$ cat config.mk
export PLATFORM = sky130hd
export DESIGN_NAME = capture_sequencer
export DESIGN_NICKNAME = d
export VERILOG_FILES = /design/src/rtl/capture_sequencer.sv
export SDC_FILE = /design/constraint.sdc
export NUM_CORES = 1
export LEC_CHECK = 0
export BUFFER_PORTS_ARGS = -buffer_cell sky130_fd_sc_hd__buf_2
export CELL_PAD_IN_SITES_DETAIL_PLACEMENT = 0
export CELL_PAD_IN_SITES_GLOBAL_PLACEMENT = 2
export CORE_UTILIZATION = 24
export DETAILED_ROUTE_END_ITERATION = 16
export HOLD_SLACK_MARGIN = 0.1
export PLACE_DENSITY_LB_ADDON = 0.05
export SLEW_MARGIN = 25
export SYNTH_ARGS = -nofsm -noshare
export SYNTH_HDL_FRONTEND = slang
export SYNTH_SLANG_ARGS = --single-unit
$ cat constraint.sdc
create_clock -name sys_clk -period 13.6 [get_ports sys_clk]
set_input_delay 0.68 -clock sys_clk [delete_from_list [all_inputs] [get_ports sys_clk]]
set_output_delay 0.68 -clock sys_clk [all_outputs]
set_load 0.02 [all_outputs]
$ cat src/rtl/capture_sequencer.sv
`default_nettype none
// ============================================================================
//  Module   : capture_sequencer
//  Purpose  : Multi-frame acquisition scheduler. Issues single-cycle capture
//             pulses to the camera capture controller, waits for each frame's
//             DMA completion, enforces a minimum capture-to-capture interval
//             and a per-frame watchdog, and supports abort.
//  Ports    : sys_clk, sys_rst (async, active-high)
//             start, abort              - control pulses
//             frame_count               - frames to acquire (0 = continuous)
//             frame_interval            - min cycles capture to capture
//             timeout_cycles            - max cycles capture to frame_done
//                                         (0 = watchdog disabled)
//             frame_done                - DMA tlast handshake pulse
//             capture, done             - single-cycle output pulses
//             busy                      - sequence in progress
//             frames_done               - frames completed this sequence
//             timeout_err               - sticky watchdog flag
//  Revision : 1.0 - initial release
// ============================================================================
module capture_sequencer #(
    parameter int CNT_W = 32,
    parameter int FRM_W = 16
) (
    input  logic             sys_clk,
    input  logic             sys_rst,
    input  logic             start,
    input  logic             abort,
    input  logic [FRM_W-1:0] frame_count,
    input  logic [CNT_W-1:0] frame_interval,
    input  logic [CNT_W-1:0] timeout_cycles,
    input  logic             frame_done,
    output logic             capture,
    output logic             busy,
    output logic             done,
    output logic [FRM_W-1:0] frames_done,
    output logic             timeout_err
);

    typedef enum logic [2:0] {
        IDLE          = 3'd0,
        CAPTURE       = 3'd1,
        WAIT_FRAME    = 3'd2,
        WAIT_INTERVAL = 3'd3,
        FINISH        = 3'd4
    } state_t;

    localparam logic [CNT_W:0]   c_cnt_one_ext = {{CNT_W{1'b0}}, 1'b1};
    localparam logic [CNT_W-1:0] c_cnt_one     = {{(CNT_W-1){1'b0}}, 1'b1};
    localparam logic [CNT_W-1:0] c_cnt_zero    = '0;
    localparam logic [CNT_W-1:0] c_cnt_max     = '1;
    localparam logic [FRM_W-1:0] c_frm_one     = {{(FRM_W-1){1'b0}}, 1'b1};
    localparam logic [FRM_W-1:0] c_frm_zero    = '0;

    state_t           r_state;
    state_t           w_next;

    logic [FRM_W-1:0] r_count_lat;
    logic [CNT_W-1:0] r_interval_lat;
    logic [CNT_W-1:0] r_timeout_lat;
    logic [CNT_W-1:0] r_int_cnt;
    logic [CNT_W-1:0] r_to_cnt;
    logic [FRM_W-1:0] r_frames;
    logic             r_capture;
    logic             r_busy;
    logic             r_done;
    logic             r_timeout_err;

    logic             w_accept;
    logic             w_count_frame;
    logic             w_set_timeout;
    logic [FRM_W-1:0] w_frames_inc;
    logic             w_int_reached;
    logic             w_to_hit;

    assign w_frames_inc = r_frames + c_frm_one;

    // The interval counter holds (cycles since capture). The next capture is
    // allowed at capture + interval, so the decision one cycle earlier looks
    // at counter + 1. Extended by one bit so a saturated counter still passes.
    assign w_int_reached = ({1'b0, r_int_cnt} + c_cnt_one_ext) >= {1'b0, r_interval_lat};

    assign w_to_hit = (r_timeout_lat != c_cnt_zero) && (r_to_cnt == r_timeout_lat);

    always_comb begin
        w_next        = r_state;
        w_accept      = 1'b0;
        w_count_frame = 1'b0;
        w_set_timeout = 1'b0;
        case (r_state)
            IDLE: begin
                if (start) begin
                    w_accept = 1'b1;
                    w_next   = CAPTURE;
                end
            end
            CAPTURE: begin
                if (abort) w_next = FINISH;
                else       w_next = WAIT_FRAME;
            end
            WAIT_FRAME: begin
                // Priority: abort > frame_done > watchdog.
                if (abort) begin
                    w_next = FINISH;
                end else if (frame_done) begin
                    w_count_frame = 1'b1;
                    if ((r_count_lat != c_frm_zero) && (w_frames_inc == r_count_lat))
                        w_next = FINISH;
                    else if (w_int_reached)
                        w_next = CAPTURE;
                    else
                        w_next = WAIT_INTERVAL;
                end else if (w_to_hit) begin
                    w_set_timeout = 1'b1;
                    w_next        = FINISH;
                end
            end
            WAIT_INTERVAL: begin
                if (abort)              w_next = FINISH;
                else if (w_int_reached) w_next = CAPTURE;
            end
            FINISH: begin
                w_next = IDLE;
            end
            default: begin
                w_next = IDLE;
            end
        endcase
    end

    always_ff @(posedge sys_clk or posedge sys_rst) begin
        if (sys_rst) begin
            r_state <= IDLE;
        end else begin
            r_state <= w_next;
        end
    end

    always_ff @(posedge sys_clk or posedge sys_rst) begin
        if (sys_rst) begin
            r_count_lat    <= c_frm_zero;
            r_interval_lat <= c_cnt_zero;
            r_timeout_lat  <= c_cnt_zero;
            r_int_cnt      <= c_cnt_zero;
            r_to_cnt       <= c_cnt_zero;
            r_frames       <= c_frm_zero;
            r_capture      <= 1'b0;
            r_busy         <= 1'b0;
            r_done         <= 1'b0;
            r_timeout_err  <= 1'b0;
        end else begin
            // Outputs are registered from the next state so they line up
            // with the state they describe.
            r_capture <= (w_next == CAPTURE);
            r_busy    <= (w_next != IDLE);
            r_done    <= (w_next == FINISH);

            if (w_accept) begin
                r_count_lat    <= frame_count;
                r_interval_lat <= frame_interval;
                r_timeout_lat  <= timeout_cycles;
                r_frames       <= c_frm_zero;
                r_timeout_err  <= 1'b0;
            end

            if (w_count_frame) begin
                r_frames <= w_frames_inc;
            end

            if (w_set_timeout) begin
                r_timeout_err <= 1'b1;
            end

            case (r_state)
                CAPTURE: begin
                    r_int_cnt <= c_cnt_one;
                    r_to_cnt  <= c_cnt_one;
                end
                WAIT_FRAME: begin
                    if (r_int_cnt != c_cnt_max) r_int_cnt <= r_int_cnt + c_cnt_one;
                    if (r_to_cnt  != c_cnt_max) r_to_cnt  <= r_to_cnt  + c_cnt_one;
                end
                WAIT_INTERVAL: begin
                    if (r_int_cnt != c_cnt_max) r_int_cnt <= r_int_cnt + c_cnt_one;
                end
                default: begin
                end
            endcase
        end
    end

    assign capture     = r_capture;
    assign busy        = r_busy;
    assign done        = r_done;
    assign frames_done = r_frames;
    assign timeout_err = r_timeout_err;

endmodule
`default_nettype wire

-- Word level (Yosys, flattened, before mapping)
Cells that the tools add are included.
- bits in registers: 167
- memories: 0
- ROM bits: 0
- bits in latches: 0
- output and inout port bits: 20
- word-level logic and storage cells: 67
- input port bits: 85
- RAM bits: 0
- divide/modulo/power cells: 0
- $add $sub $neg: 4
- shifts and indexed selects: 0
- magnitude comparators: 1
- mux-type cells: 27
- reductions and logical operators: 13
- multipliers: 0
- bitwise logic cells: 0
- equality and inequality tests: 11
- operator list (kind ; number):
    32-bit case mux with 2 select lines ; 2
    32-bit by 1-bit adder with 32-bit output, second input constant ; 2
    32-bit 2-to-1 mux ; 2
    32-bit != test, second input constant ; 2
    32-bit by 1-bit adder with 33-bit output, second input constant ; 1
    33-bit by 32-bit >= comparator with 1-bit output ; 1
    32-bit equality test ; 1
    16-bit 2-to-1 mux ; 2
    32-bit nonzero test ; 1
    3-bit 2-to-1 mux ; 8
    16-bit by 1-bit adder with 16-bit output, second input constant ; 1
    16-bit equality test ; 1
    16-bit nonzero test ; 1
    3-bit case mux with 4 select lines ; 1
    1-bit 2-to-1 mux ; 11
    2-bit nonzero test ; 4
    3-bit by 1-bit equality test with 1-bit output, second input constant ; 2
    3-bit by 2-bit equality test with 1-bit output, second input constant ; 2
    2-bit AND reduction ; 2
    3-bit equality test, second input constant ; 1
    3-bit zero test ; 1
    3-bit nonzero test ; 1
    1-bit logical AND ; 2
    2-bit 2-to-1 mux ; 1
    other kinds (3) ; 3

-- Longest topological paths before layout
- depth after elaboration: 8
- gate-level depth with buffers: 15
- gate-level depth less buffers: 14

-- Least setup slack after synthesis
OpenSTA, ideal clock, no wires.
- path type: register -> register
- start: register r_int_cnt[0]
- end: register r_capture, in the netlist capture
- setup slack: 10.096 ns
- clock period less this slack: 3.504 ns
- library setup time: 0.125 ns
- path buffers: 1
- required time: 13.475 ns
- arrival: 3.379 ns
- stages on the path, launching flop included: 16
- cell sequence: dfrtp_1 -> ha_1 -> and3_1 -> clkbuf_1 -> nand4_2 -> nor2_1 -> nand3_1 -> xnor2_1 -> ha_1 -> a21o_1 -> a21o_1 -> a21oi_1 -> nand2_1 -> o31a_1 -> or3_1 -> mux2_4
- longest elaborated chain between the ends: 8
- elaborated cells on any way between the ends: 10
- classes of those cells: add/sub (1); order compare (1); eq/ne (1); mux (7)
- ends and longest elaborated chain (element ; line ; text):
    start, declared ; 61 ; logic [CNT_W-1:0] r_int_cnt;
    start signal, assigned ; 144 ; r_int_cnt <= c_cnt_zero;
    start signal, assigned ; 176 ; r_int_cnt <= c_cnt_one;
    start signal, assigned ; 180 ; if (r_int_cnt != c_cnt_max) r_int_cnt <= r_int_cnt + c_cnt_one;
    32-bit by 1-bit adder with 33-bit output * ; 81 ; assign w_int_reached = ({1'b0, r_int_cnt} + c_cnt_one_ext) >= {1'b0, r_interval_lat};
    33-bit by 32-bit >= comparator with 1-bit output * ; 81 ;
    2-bit 2-to-1 mux ; 109 ; else if (w_int_reached)
    3-bit 2-to-1 mux ; 107 ; if ((r_count_lat != c_frm_zero) && (w_frames_inc == r_count_lat))
    3-bit 2-to-1 mux ; 105 ; end else if (frame_done) begin
    3-bit 2-to-1 mux ; 103 ; if (abort) begin
    3-bit case mux with 4 select lines * ; 90 ; case (r_state)
    3-bit by 1-bit equality test with 1-bit output * ; 154 ; r_capture <= (w_next == CAPTURE);
    end signal, assigned ; 154 ;
    end, declared ; 64 ; logic r_capture;
Every way passes the cells marked *; elsewhere a longest branch is shown, timed or not.
A chain may end at the register's enable or synchronous reset.

-- Worst setup path in the final report
- start: register r_int_cnt[9]
- end: register r_capture, in the netlist capture
Same word-level chain as after synthesis.

==> flow_metrics.py <==
metrics = {
    "timing": {
        "slew_headroom": 0.382,
        "slew_viol_final": 0,
        "fmax_mhz": 252,
        "rsz0062_at_grt": "false",
        "worst_pin_slew_ns": 0.924,
        "min_period_ns": 3.96,
        "final-hold-violation-count": 0,
        "fin_skew_ns": 0.0112,
        "fin_tns_setup_ns": 0,
        "timing.final.crit_share": 0.291,
        "whs_ns": 0.319,
        "finalWorstSetupSlack_ns": 9.64,
        "setup_viol": 0,
    },
    "yosys": {
        "synth_commonest_cells": "238 x nand2_1, 167 x dfrtp_1, 79 x o21ai_0",
        "synth_edf_count": 0,
        "synth-simple-area-share": 0.256,
        "synthArstFlopShare": 1.00,
        "synthesis.area_um2": 9420,
        "ys_types": 56,
        "netlist.area_leader.share": 0.444,
        "yosys.area_share.xor_xnor": 0.100,
        "syn_nets": 1178,
        "yosys.area.top_type": "dfrtp_1",
        "yosysSeqAreaShare": 0.444,
        "synth_compound_area_frac": 0.0919,
        "synth_top_family_by_area": "simple AND/OR/NAND/NOR gates",
        "synthMuxAreaShare": 0.0207,
        "syn_avg_cell_area_um2": 8.91,
        "synth_ff_type": "dfrtp_1",
        "ys_warn_count": 0,
        "synth_fa_ha_area_frac": 0.0465,
        "synth_most_common_cell": "nand2_1",
        "synth_cells": 1058,
        "synthTopCellsByArea": "dfrtp_1 44%, nand2_1 9.5%, xor2_1 5.9%",
        "ys_seq_elements": 167,
    },
    "layout": {
        "nNetsFinal": 1260,
        "fillers": 4206,
        "drive_gt1_frac": 0.158,
        "num_antenna_cells": 0,
        "areaGrowthSynthToFinish_pct": 17.8,
        "final_util": 0.287,
    },
    "critical_path": {
        "critPathLaunchType": "flip-flop",
        "crit_buf_inv": 0,
        "crit_path_max_incr_delay_ns": 0.43,
        "r2r_end": "capture$_DFF_PP0_",
        "crit_type": "reg2reg",
        "critical-path-slowest-cell": "dfrtp_1",
        "r2r-start": "r_int_cnt[9]$_DFFE_PP0P_",
        "rrSetupSlack_ns": 9.64,
        "cp_max_fo": 9,
        "worstRegToRegCells": 14,
        "cpLargestDelayFamily": "simple AND/OR/NAND/NOR gates",
        "critPathRequiredTime_ns": 13.93,
        "cp.arrival_ns": 4.29,
        "end_kind": "flip-flop",
        "cp_cell_sequence": "and4_1, and4_1, nand4_2, nor2_1, nand3_1, xnor2_1, ha_1, a21o_1, a21o_1, a21oi_1, nand2_1, o31a_1, or3_1, mux2_4",
    },
    "cts": {
        "ctsHoldBuffers": 0,
        "insertion_delay_ns": 0.45,
        "cts_buffer_depth": 2,
        "clk_pin_slew_ns": 0.07,
        "root_buffer": "clkbuf_16",
        "cts_buffers": 17,
        "htreeDepth": 4,
        "cts_tree": "built",
        "cts_resized": 0,
        "cts_setup_buffers": 0,
        "cts_sinks": 167,
    },
    "power": {
        "p_sw_mw": 0.726,
        "vdd_drop_max_mv": 0.106,
        "p_clk_frac": 0.287,
        "power.total_mw": 1.89,
        "p_sw_frac": 0.385,
        "power_density_nw_per_um2": 170,
        "leakage_nw": 5.36,
        "p_seq_frac": 0.392,
        "combPwrFrac": 0.321,
        "p_int_mw": 1.16,
    },
    "grt": {
        "grt_max_degree": 62,
        "grt_pass1_wl_um": 46300,
        "grt_pass1_vias": 7853,
        "antenna_found_initial": 0,
        "grt_usage": 0.148,
        "overflow": 0,
    },
    "placement": {
        "portBuffers": 104,
        "place.gp.congestion": 0.736,
        "detailed_place_hpwl_um": 20300,
        "dp_worst_setup_slack_ns": 9.64,
    },
    "floorplan": {
        "core_um2": 38600,
        "start_util": 0.244,
        "die_h_um": 200,
        "dieWidth_um": 200,
        "rows": 72,
        "dieArea_um2": 40100,
        "io_pins": 105,
    },
    "status": {
        "status": "finished, final reports clean",
    },
    "detailed_routing": {
        "vias": 7443,
        "routed_wl_um": 28000,
        "drtIter0Drc": 315,
        "vias_per_cell": 4.45,
        "routedWlPerCell_um": 16.7,
        "drc": 0,
        "antenna_left": 0,
        "dr.pass1.iters": 4,
    },
    "run": {
        "maxCapViolations": 0,
    },
    "hold_path": {
        "hp-class": "in2async",
    },
}
worst register-to-register path: stages (launching register included):
cell     delay [ns]
dfrtp_1        0.43
and4_1         0.28
and4_1         0.41
nand4_2        0.33
nor2_1         0.32
nand3_1        0.16
xnor2_1        0.15
ha_1           0.29
a21o_1         0.18
a21o_1         0.16
a21oi_1        0.16
nand2_1        0.07
o31a_1         0.27
or3_1          0.37
mux2_4         0.27
cells in the final DEF, fill, tap and decap left out, drive strengths merged, types with 2 or more instances in the layout:
cell type / instances
nand2: 239
dfrtp: 167
buf: 113
o21ai: 80
xor2: 63
nor2: 47
xnor2: 45
inv: 44
nand3: 38
ha: 35
nand4: 32
nor4: 32
a21oi: 26
and2: 25
clkbuf: 21
nor3: 18
mux2: 17
and3: 16
o31ai: 14
or3: 13
and4: 9
a21o: 8
nand2b: 7
nand3b: 4
clkinvlp: 4
bufinv: 4
o41ai: 3
nor2b: 3
a31oi: 3
clkinv: 3
o211ai: 2
a211oi: 2
or4: 2
power groups by stage:
stage,Combinational (mW),Clock (mW),Sequential (mW)
6_report,0.606,0.541,0.740
5_1_grt,0.710,0.581,0.761
4_1_cts,0.631,0.564,0.744
3_5_place_dp,0.626,0,0.753
3_3_place_gp,0.627,0,0.753
2_1_floorplan,0.434,0,0.719
state kept, by name, summed over array words and instances, names as in the netlist:
register	flops
r_count_lat	16
capture	1
r_timeout_lat	32
timeout_err	1
done	1
frames_done	16
r_state	3
busy	1
r_interval_lat	32
r_int_cnt	32
r_to_cnt	32
area by class of cell:
type | count | area, um^2 | share of cell area
timing repair buffer | 113 | 588 | 0.0530
sequential | 167 | 4180 | 0.377
clock inverter | 11 | 173 | 0.0156
inverter | 44 | 170 | 0.0153
clock buffer | 21 | 460 | 0.0415
multi-input combinational | 797 | 4880 | 0.439
tap | 518 | 648 | 0.0584
worst max path at each step:
stage                              from                end  slack (ns)  depth (start not counted)
2_1_floorplan                   sys_rst     busy$_DFF_PP0_        8.40                          1
3_3_place_gp   r_int_cnt[9]$_DFFE_PP0P_  capture$_DFF_PP0_        9.67                         14
3_5_place_dp   r_int_cnt[9]$_DFFE_PP0P_  capture$_DFF_PP0_        9.64                         14
4_1_cts        r_int_cnt[9]$_DFFE_PP0P_  capture$_DFF_PP0_        9.61                         14
5_1_grt        r_int_cnt[9]$_DFFE_PP0P_  capture$_DFF_PP0_        9.35                         14
6_report       r_int_cnt[9]$_DFFE_PP0P_  capture$_DFF_PP0_        9.64                         14
logic make-up after synthesis:
group,Yosys count
buffers and inverters,94
xor gates and xnor gates,108
muxes,17
AOI/OAI and AO/OA,148
and+or+nand+nor,489
DFF,167
adders and majority gates,35
through the flow:
stage          cell area (um^2)  instances
6_report                  11100       1671
5_1_grt                   11100       1671
4_1_cts                   11100       1671
3_5_place_dp              10500       1639
3_3_place_gp              10500       1639
2_1_floorplan              9420       1058
metal layers:
layer  routed length, um  vias up  global-route usage
li1                    -     3798                   -
met3                 542       17              0.0229
met5                   0        -                   0
met1               15300     3540               0.222
met2               11800       88               0.218
met4                 340        0              0.0420
Note: power is estimated with default switching activity, not from simulation.
